[src/rtl/mem_arb_pkg.sv]
// Shared types and constants for the instruction/data memory port arbiter.
package mem_arb_pkg;

  // Arbiter FSM states
  typedef enum logic [1:0] {
    IDLE   = 2'd0,
    IF_ACC = 2'd1,
    D_ACC  = 2'd2
  } state_t;

  // Requester identifiers recorded at grant time
  localparam logic REQ_IF = 1'b0;
  localparam logic REQ_D  = 1'b1;

  // Default bus widths
  localparam int ADDR_W_DEF = 32;
  localparam int DATA_W_DEF = 32;

endpackage

[src/rtl/mem_arb_prio.sv]
// Grant decision between fetch (IF) and load/store (D) requesters.
// D wins by default; after STARVE_MAX consecutive D grants while IF is
// waiting, IF is forced to win the next grant.
module mem_arb_prio
  import mem_arb_pkg::*;
#(
  parameter int STARVE_MAX = 4
) (
  input  logic clk,
  input  logic reset,
  input  logic if_req,
  input  logic d_req,
  input  logic grant_en,
  output logic gnt_if,
  output logic gnt_d
);

  localparam int SW = $clog2(STARVE_MAX + 2);

  logic [SW-1:0] starve_cnt;
  logic          d_win;

  // Grant decision: D wins unless IF is waiting and has been starved long enough
  always_comb begin
    d_win  = d_req && (!if_req || (starve_cnt < SW'(STARVE_MAX)));
    gnt_d  = grant_en && d_win;
    gnt_if = grant_en && !d_win && if_req;
  end

  // Starvation counter: only evaluated while the arbiter is able to grant
  always_ff @(posedge clk) begin
    if (reset) begin
      starve_cnt <= '0;
    end else if (grant_en) begin
      if (gnt_if || !if_req) begin
        starve_cnt <= '0;
      end else if (gnt_d && (starve_cnt < SW'(STARVE_MAX))) begin
        starve_cnt <= starve_cnt + SW'(1);
      end
    end
  end

endmodule

[src/rtl/mem_port_arbiter.sv]
// Shares the single-ported instruction/data memory between the fetch stage
// (IF) and the load/store stage (D). Each access holds the memory lines for
// MEM_LAT cycles and finishes with a one-cycle ack pulse to the requester.
// Optional build macro MEM_ARB_PERF_EN adds per-requester stall counters.
module mem_port_arbiter
  import mem_arb_pkg::*;
#(
  parameter int ADDR_W     = ADDR_W_DEF,
  parameter int DATA_W     = DATA_W_DEF,
  parameter int MEM_LAT    = 2,
  parameter int STARVE_MAX = 4
) (
  input  logic              clk,
  input  logic              reset,
  input  logic              if_req,
  input  logic [ADDR_W-1:0] if_addr,
  output logic [DATA_W-1:0] if_rdata,
  output logic              if_ack,
  input  logic              d_req,
  input  logic              d_we,
  input  logic [ADDR_W-1:0] d_addr,
  input  logic [DATA_W-1:0] d_wdata,
  output logic [DATA_W-1:0] d_rdata,
  output logic              d_ack,
  output logic [ADDR_W-1:0] mem_addr,
  output logic [DATA_W-1:0] mem_wdata,
  output logic              mem_read,
  output logic              mem_write,
  input  logic [DATA_W-1:0] mem_rdata,
  output logic              busy
`ifdef MEM_ARB_PERF_EN
  ,
  output logic [31:0]       if_stall_cnt,
  output logic [31:0]       d_stall_cnt
`endif
);

  localparam int CNT_W = $clog2(MEM_LAT + 1);

  state_t           state, state_nxt;
  logic [CNT_W-1:0] cnt;
  logic             acc_we;
  logic             owner;
  logic             gnt_if, gnt_d;
  logic             idle;

  assign idle = (state == IDLE);

  mem_arb_prio #(
    .STARVE_MAX(STARVE_MAX)
  ) u_prio (
    .clk     (clk),
    .reset   (reset),
    .if_req  (if_req),
    .d_req   (d_req),
    .grant_en(idle),
    .gnt_if  (gnt_if),
    .gnt_d   (gnt_d)
  );

  // State register
  always_ff @(posedge clk) begin
    if (reset) begin
      state <= IDLE;
    end else begin
      state <= state_nxt;
    end
  end

  // Next state: grant from IDLE, return to IDLE when the latency count expires
  always_comb begin
    state_nxt = state;
    case (state)
      IDLE: begin
        if (gnt_d) begin
          state_nxt = D_ACC;
        end else if (gnt_if) begin
          state_nxt = IF_ACC;
        end
      end
      IF_ACC, D_ACC: begin
        if (cnt == '0) begin
          state_nxt = IDLE;
        end
      end
      default: state_nxt = IDLE;
    endcase
  end

  // Access registers: latch the winner, count latency, capture read data and ack
  always_ff @(posedge clk) begin
    if (reset) begin
      cnt       <= '0;
      acc_we    <= 1'b0;
      owner     <= REQ_IF;
      mem_addr  <= '0;
      mem_wdata <= '0;
      if_rdata  <= '0;
      d_rdata   <= '0;
      if_ack    <= 1'b0;
      d_ack     <= 1'b0;
    end else begin
      if_ack <= 1'b0;
      d_ack  <= 1'b0;
      if (idle) begin
        if (gnt_d) begin
          mem_addr  <= d_addr;
          mem_wdata <= d_wdata;
          acc_we    <= d_we;
          owner     <= REQ_D;
          cnt       <= CNT_W'(MEM_LAT - 1);
        end else if (gnt_if) begin
          mem_addr  <= if_addr;
          acc_we    <= 1'b0;
          owner     <= REQ_IF;
          cnt       <= CNT_W'(MEM_LAT - 1);
        end
      end else if (cnt == '0) begin
        if (owner == REQ_IF) begin
          if_rdata <= mem_rdata;
          if_ack   <= 1'b1;
        end else begin
          if (!acc_we) begin
            d_rdata <= mem_rdata;
          end
          d_ack <= 1'b1;
        end
      end else begin
        cnt <= cnt - CNT_W'(1);
      end
    end
  end

  // Memory strobes are only active while an access is in flight
  assign mem_read  = !idle && !acc_we;
  assign mem_write = !idle && acc_we;
  assign busy      = !idle;

`ifdef MEM_ARB_PERF_EN
  // Stall counters: cycles with a request pending and no ack, saturating
  always_ff @(posedge clk) begin
    if (reset) begin
      if_stall_cnt <= '0;
      d_stall_cnt  <= '0;
    end else begin
      if (if_req && !if_ack && (if_stall_cnt != '1)) begin
        if_stall_cnt <= if_stall_cnt + 32'd1;
      end
      if (d_req && !d_ack && (d_stall_cnt != '1)) begin
        d_stall_cnt <= d_stall_cnt + 32'd1;
      end
    end
  end
`endif

endmodule

[config.mk]
export PLATFORM = sky130hd
export DESIGN_NAME = mem_port_arbiter
export DESIGN_NICKNAME = d
export VERILOG_FILES = /design/src/rtl/mem_arb_pkg.sv /design/src/rtl/mem_arb_prio.sv /design/src/rtl/mem_port_arbiter.sv
export SDC_FILE = /design/constraint.sdc
export NUM_CORES = 1
export LEC_CHECK = 0
export CAP_MARGIN = 25
export CORE_UTILIZATION = 40
export DETAILED_ROUTE_END_ITERATION = 12
export PLACE_DENSITY = 0.79
export SYNTH_ARGS = -nofsm -noshare
export SYNTH_HDL_FRONTEND = slang
export SYNTH_HIERARCHICAL = 1
export SYNTH_SLANG_ARGS = --single-unit
[constraint.sdc]
create_clock -name clk -period 3.3 [get_ports clk]
set_input_delay 0.33 -clock clk [delete_from_list [all_inputs] [get_ports clk]]
set_output_delay 0.33 -clock clk [all_outputs]
set_load 0.1 [all_outputs]
==> metrics.csv, run 1 <==
stage;metric;value;unit
synth;largest family of logic cells by synthesized area;simple AND/OR/NAND/NOR gates;
synth;Top FF cell, synth;dfxtp_1;
critical_path;Critical Path Source;state[0];
die;io pins;266;
routing;drt first pass iters;5;
timing;Final Hold Fails;0;
timing;final critical path time including I/O delays and setup;2.53;ns
cells_and_area;share of cells above drive strength 1;8.04;%
pwr;maximum VDD drop;0.000378;V
synth;Async S/R FF share, synth;0;%
clocking;htree depth;4;
die;die height;119;um
clocking;post-CTS setup buffers;0;
die;Die ar.;14100;um2
cells_and_area;area grow syn2layout;59.9;%
timing;final setup fails;0;
synth;Post-Synth Adder-Cell Area;1.15;%
hold_path;hold_sp;mem_wdata[15];
synth;Synth Area in Compound Gates;15.8;%
grt;first-pass GRT wire length;23500;um
synth;flops & latches, synth;139;
clocking;CTS tree;built;
place;routability cong.;0.747;
pwr;Pwr Total;6.67;mW
critical_path;CP arrival;2.83;ns
critical_path;CP endpoint kind;flop;
timing;fin crit share;76.5;%
clocking;Max clock buf depth;2;
place;I/O Buffers;265;
clocking;PostCTS Resize Cnt;0;
grt;all-layer global routing usage;21.2;%
grt;vias in the first global route;4625;
timing;Setup Skew;0.00469;ns
synth;Syn. warnings;6;
routing;DRC violations left;0;
die;Initial Utilization;41.1;%
cells_and_area;Nets;1008;
routing;ANT nets after route;0;
synth;register area share after synthesis;51.2;%
synth;Post-synth EDFFs;0;
timing;Setup TNS;0;ns
place;DP Worst Slack;0.540;ns
synth;share of the synthesized area in the top cell type;51.2;%
outcome;status;finished, final reports clean;
hold_path;min-delay worst type;flop to flop;
timing;Max Fclk;396;MHz
synth;Mapped Avg Cell Area;8.71;um2
cells_and_area;Diodes inserted;0;
clocking;Skew-Pair Late Insertion Delay;0.40;ns
critical_path;Setup crit start kind;flop;
grt;initial antenna violation count;0;
clocking;cts hold-fix bufs;0;
die;core area;13200;um2
synth;Post-Syn Nets;762;
clocking;CTS sink count;139;
synth;Synth Area in XOR/XNOR;0.161;%
cells_and_area;Core Util, Final;65.6;%
flow_run;max-cap violation count;0;
synth;post-synth top area cell;dfxtp_1;
synth;simple-gate share of the synthesized area;19.8;%
clocking;CTS root buf;clkbuf_16;
place;Final HPWL DP;10400;um
clocking;CTS Buf Count;17;
clocking;Clock transition at path regs;0.05;ns
timing;Final WS setup;0.774;ns
critical_path;R2R Path Start;state[0];
synth;Netlist Area Pre-Place;5440;um2
timing;unrepaired setup endpoints after global routing;no;
grt;gr ovfl total;0;
routing;vias per inst;4.75;
synth;synth top area cells;dfxtp_1 (51%), nand2_1 (13%), a21oi_1 (8.3%), mux2i_1 (6.1%), a211oi_1 (4.6%);
timing;Hold Slack;0.449;ns
die;cell row count;42;
synth;mux share of post-synthesis cell area;6.07;%
cells_and_area;commonest non-fill, non-tap cell in the layout;clkdlybuf4s50_1;
synth;Synth cell types;36;
routing;DR iter-0 viols;382;
cells_and_area;commonest non-fill, non-tap cells in the layout;clkdlybuf4s50_1 (261), nand2_1 (184), dfxtp_1 (139), a21oi_1 (90), nor2_1 (39);
routing;total number of vias;5032;
routing;routed wire length;14800;um
pwr;Leakage;3.18;nW
grt;largest net degree at the start of global routing;87;
timing;Pins Over Slew Limit;0;
timing;Rel. slew slack;31.5;%
critical_path;Worst EP required;3.61;ns
cells_and_area;fill count;1122;
timing;Slew @ Worst Pin;1.02;ns
critical_path;Critical Path Fanout Max;33;
synth;Post-Syn Instances;624;
critical_path;Setup CP Type;flop to flop;
routing;WL/cell;13.9;um
die;Die Width;119;um
pwr;Power Density;767;nW/um2
## synth_stat cells, drive strengths merged (2+ instances only)
library cell	number
a211oi	33
a21oi	100
and2	2
buf	38
clkbuf	11
dfxtp	139
ha	5
inv	7
mux2i	33
nand2	194
nand2b	2
nand4bb	2
nor2	39
o41ai	2
or3b	3
## worst paths after layout
kind              slack [ns]  cells after the start             to
setup / recovery        0.77                      8   mem_addr[25]
hold / removal          0.45                      2  mem_wdata[15]
setup reg to reg        0.77                      8   mem_addr[25]
hold reg to reg         0.45                      2  mem_wdata[15]
## power by group
part	switching, mW	leakage (nW)	total, mW	internal, mW
logic	2.12	1.76	2.87	0.745
clock network	0.661	0.289	1.79	1.13
registers	0.117	1.14	2.01	1.90
## area by class of cell
class,instances,area [um2],share of cell area [%]
clock buffers,24,502,5.77
clock inverters,8,65.1,0.748
inverters,7,26.3,0.302
multi-input cells,429,2350,27.0
flip-flops and latches,139,2780,32.0
well taps,176,220,2.53
repair buffers,276,2750,31.6
## sequential cells by signal (all words and copies together) (netlist names)
name,count
state,2
owner,1
acc_we,1
d_rdata,32
cnt,2
u_prio/starve_cnt,3
mem_wdata,32
d_ack,1
mem_addr,32
if_ack,1
if_rdata,32
## cells by family after synthesis
kind of cell	after synthesis
AO/OA/AOI/OAI	142
AND/OR/NAND/NOR	248
adder cells (fa/ha/maj)	5
flip-flops	139
multiplexers	33
XOR/XNOR	1
buffers and inverters	56
## critical path, stage by stage, from the launching register on
cell      delay, ns
dfxtp_1        0.31
inv_1          0.07
ha_1           0.44
nand2_1        0.20
nor2_1         0.26
o21a_2         0.55
buf_4          0.31
nor2_1         0.06
a211oi_1       0.22
## through the flow
step | area, um2 | std cells
6_report | 8690 | 1059
2_1_floorplan | 5440 | 624
3_5_place_dp | 8130 | 1027
5_1_grt | 8690 | 1059
4_1_cts | 8690 | 1059
3_3_place_gp | 8110 | 1026
## metal layers
| layer | global-route usage (%) | vias up | wire length, um |
|---|---|---|---|
| li1 | - | 2577 | - |
| met1 | 24.7 | 2246 | 6050 |
| met2 | 36.0 | 184 | 7260 |
| met3 | 6.47 | 25 | 1070 |
| met4 | 9.02 | 0 | 374 |
| met5 | 0 | - | 0 |
No activity file was read; power rests on OpenSTA's default activity.
==> run 2, diff against run 1 <==
==> constraint.sdc (replaced) <==
create_clock -name clk -period 2.47 [get_ports clk]
set_input_delay 0.247 -clock clk [delete_from_list [all_inputs] [get_ports clk]]
set_output_delay 0.247 -clock clk [all_outputs]
set_load 0.1 [all_outputs]
==> metrics.csv, run 2 (synthesis results as in run 1) <==
stage;metric;value;unit
outcome;status;finished, final reports clean;
critical_path;Critical Path Fanout Max;19;
clocking;CTS Buf Count;17;
hold_path;min-delay worst type;input port to flop;
timing;Final Hold Fails;0;
timing;final setup fails;0;
clocking;CTS root buf;clkbuf_16;
flow_run;max-cap violation count;0;
routing;routed wire length;14700;um
critical_path;worst-path cell chain;inv_1 -> ha_1 -> nand2_1 -> nor2_1 -> o21a_2 -> buf_4 -> nor2_1 -> a211oi_1;
clocking;post-CTS setup buffers;0;
timing;Max Fclk;476;MHz
grt;gr ovfl total;0;
critical_path;CP arrival;2.42;ns
grt;vias in the first global route;4876;
cells_and_area;area grow syn2layout;53.7;%
cells_and_area;Diodes inserted;0;
place;routability cong.;0.736;
die;Die Width;119;um
critical_path;Worst EP required;2.79;ns
grt;initial antenna violation count;0;
critical_path;Worst path top cell family by delay;simple AND/OR/NAND/NOR gates;
critical_path;Crit path largest cell delay;0.44;ns
cells_and_area;share of cells above drive strength 1;22.4;%
clocking;CTS sink count;139;
timing;fin crit share;85.1;%
clocking;htree depth;4;
routing;DR iter-0 viols;313;
grt;largest net degree at the start of global routing;73;
pwr;maximum VDD drop;0.000499;V
pwr;Power Density;1050;nW/um2
cells_and_area;commonest non-fill, non-tap cell in the layout;nand2_1;
timing;unrepaired setup endpoints after global routing;no;
clocking;PostCTS Resize Cnt;0;
critical_path;crit path buf inv count;2;
routing;DRC violations left;0;
critical_path;CP most frequent cell;nor2_1;
routing;total number of vias;5076;
critical_path;Setup CP Type;flop to flop;
die;Die ar.;14100;um2
die;Initial Utilization;41.1;%
pwr;Pwr Total;8.79;mW
critical_path;CP endpoint kind;flop;
cells_and_area;fill count;1176;
clocking;cts hold-fix bufs;0;
timing;final critical path time including I/O delays and setup;2.10;ns
grt;all-layer global routing usage;21.4;%
die;core area;13200;um2
die;die height;119;um
routing;ANT nets after route;0;
critical_path;Setup crit start kind;flop;
clocking;CTS tree;built;
place;I/O Buffers;265;
timing;Slew @ Worst Pin;0.764;ns
clocking;Max clock buf depth;2;
place;Final HPWL DP;10200;um
timing;Setup Skew;0.00505;ns
cells_and_area;commonest non-fill, non-tap cells in the layout;nand2_1 (184), buf_4 (141), dfxtp_1 (139), clkdlybuf4s50_1 (131), a21oi_1 (90);
routing;drt first pass iters;4;
timing;Pins Over Slew Limit;0;
die;io pins;266;
routing;WL/cell;13.9;um
clocking;Skew-Pair Late Insertion Delay;0.42;ns
timing;Setup TNS;0;ns
pwr;Leakage;3.41;nW
critical_path;critical path's slowest cell;ha_1;
timing;Rel. slew slack;49.1;%
clocking;Clock transition at path regs;0.05;ns
cells_and_area;Nets;1007;
die;cell row count;42;
grt;first-pass GRT wire length;23800;um
routing;vias per inst;4.80;
## run 2: stage by stage
step	utilization, %	setup slack, ns	cells	hold slack (ns)	cell area [um2]
after floorplan	-	0.202	624	0.350	5440
after detailed placement	58.9	0.344	1026	0.447	7810
final	63.1	0.368	1058	0.361	8360
after CTS	63.1	0.371	1058	0.354	8360
after global placement	58.9	0.417	1026	0.443	7810
after global routing	63.1	0.0979	1058	0.372	8360
## run 2: worst paths after layout
kind                                     from             to  slack (ns)  cells past startpoint
worst max-delay path                 state[1]    mem_addr[4]        0.37                      8
worst min-delay path                    reset         acc_we        0.36                      2
worst max register to register       state[1]    mem_addr[4]        0.37                      8
worst min register to register  mem_wdata[24]  mem_wdata[24]        0.45                      2
## run 2: layout make-up
class,instances,area [um2],share of cell area [%]
sequential,139,2780,33.3
timing repair buffer,275,2430,29.1
multi-input combinational,429,2350,28.1
clock buffer,24,482,5.77
tap,176,220,2.64
clock inverter,8,67.6,0.809
inverter,7,26.3,0.314
## run 2: layer usage
metal	up-vias	part of all wire, %	GRT usage, %
met5	-	0	0
met4	0	1.8	9.10
li1	2579	-	-
met1	2296	41	24.2
met3	23	6.9	6.42
met2	178	50	37.2
## run 2: power by group
part,leakage [nW],total (mW),internal [mW],switching [mW]
combinational,2.00,3.74,0.910,2.83
sequential,1.14,2.70,2.54,0.165
clock,0.274,2.35,1.45,0.898
total,3.41,8.79,4.90,3.89
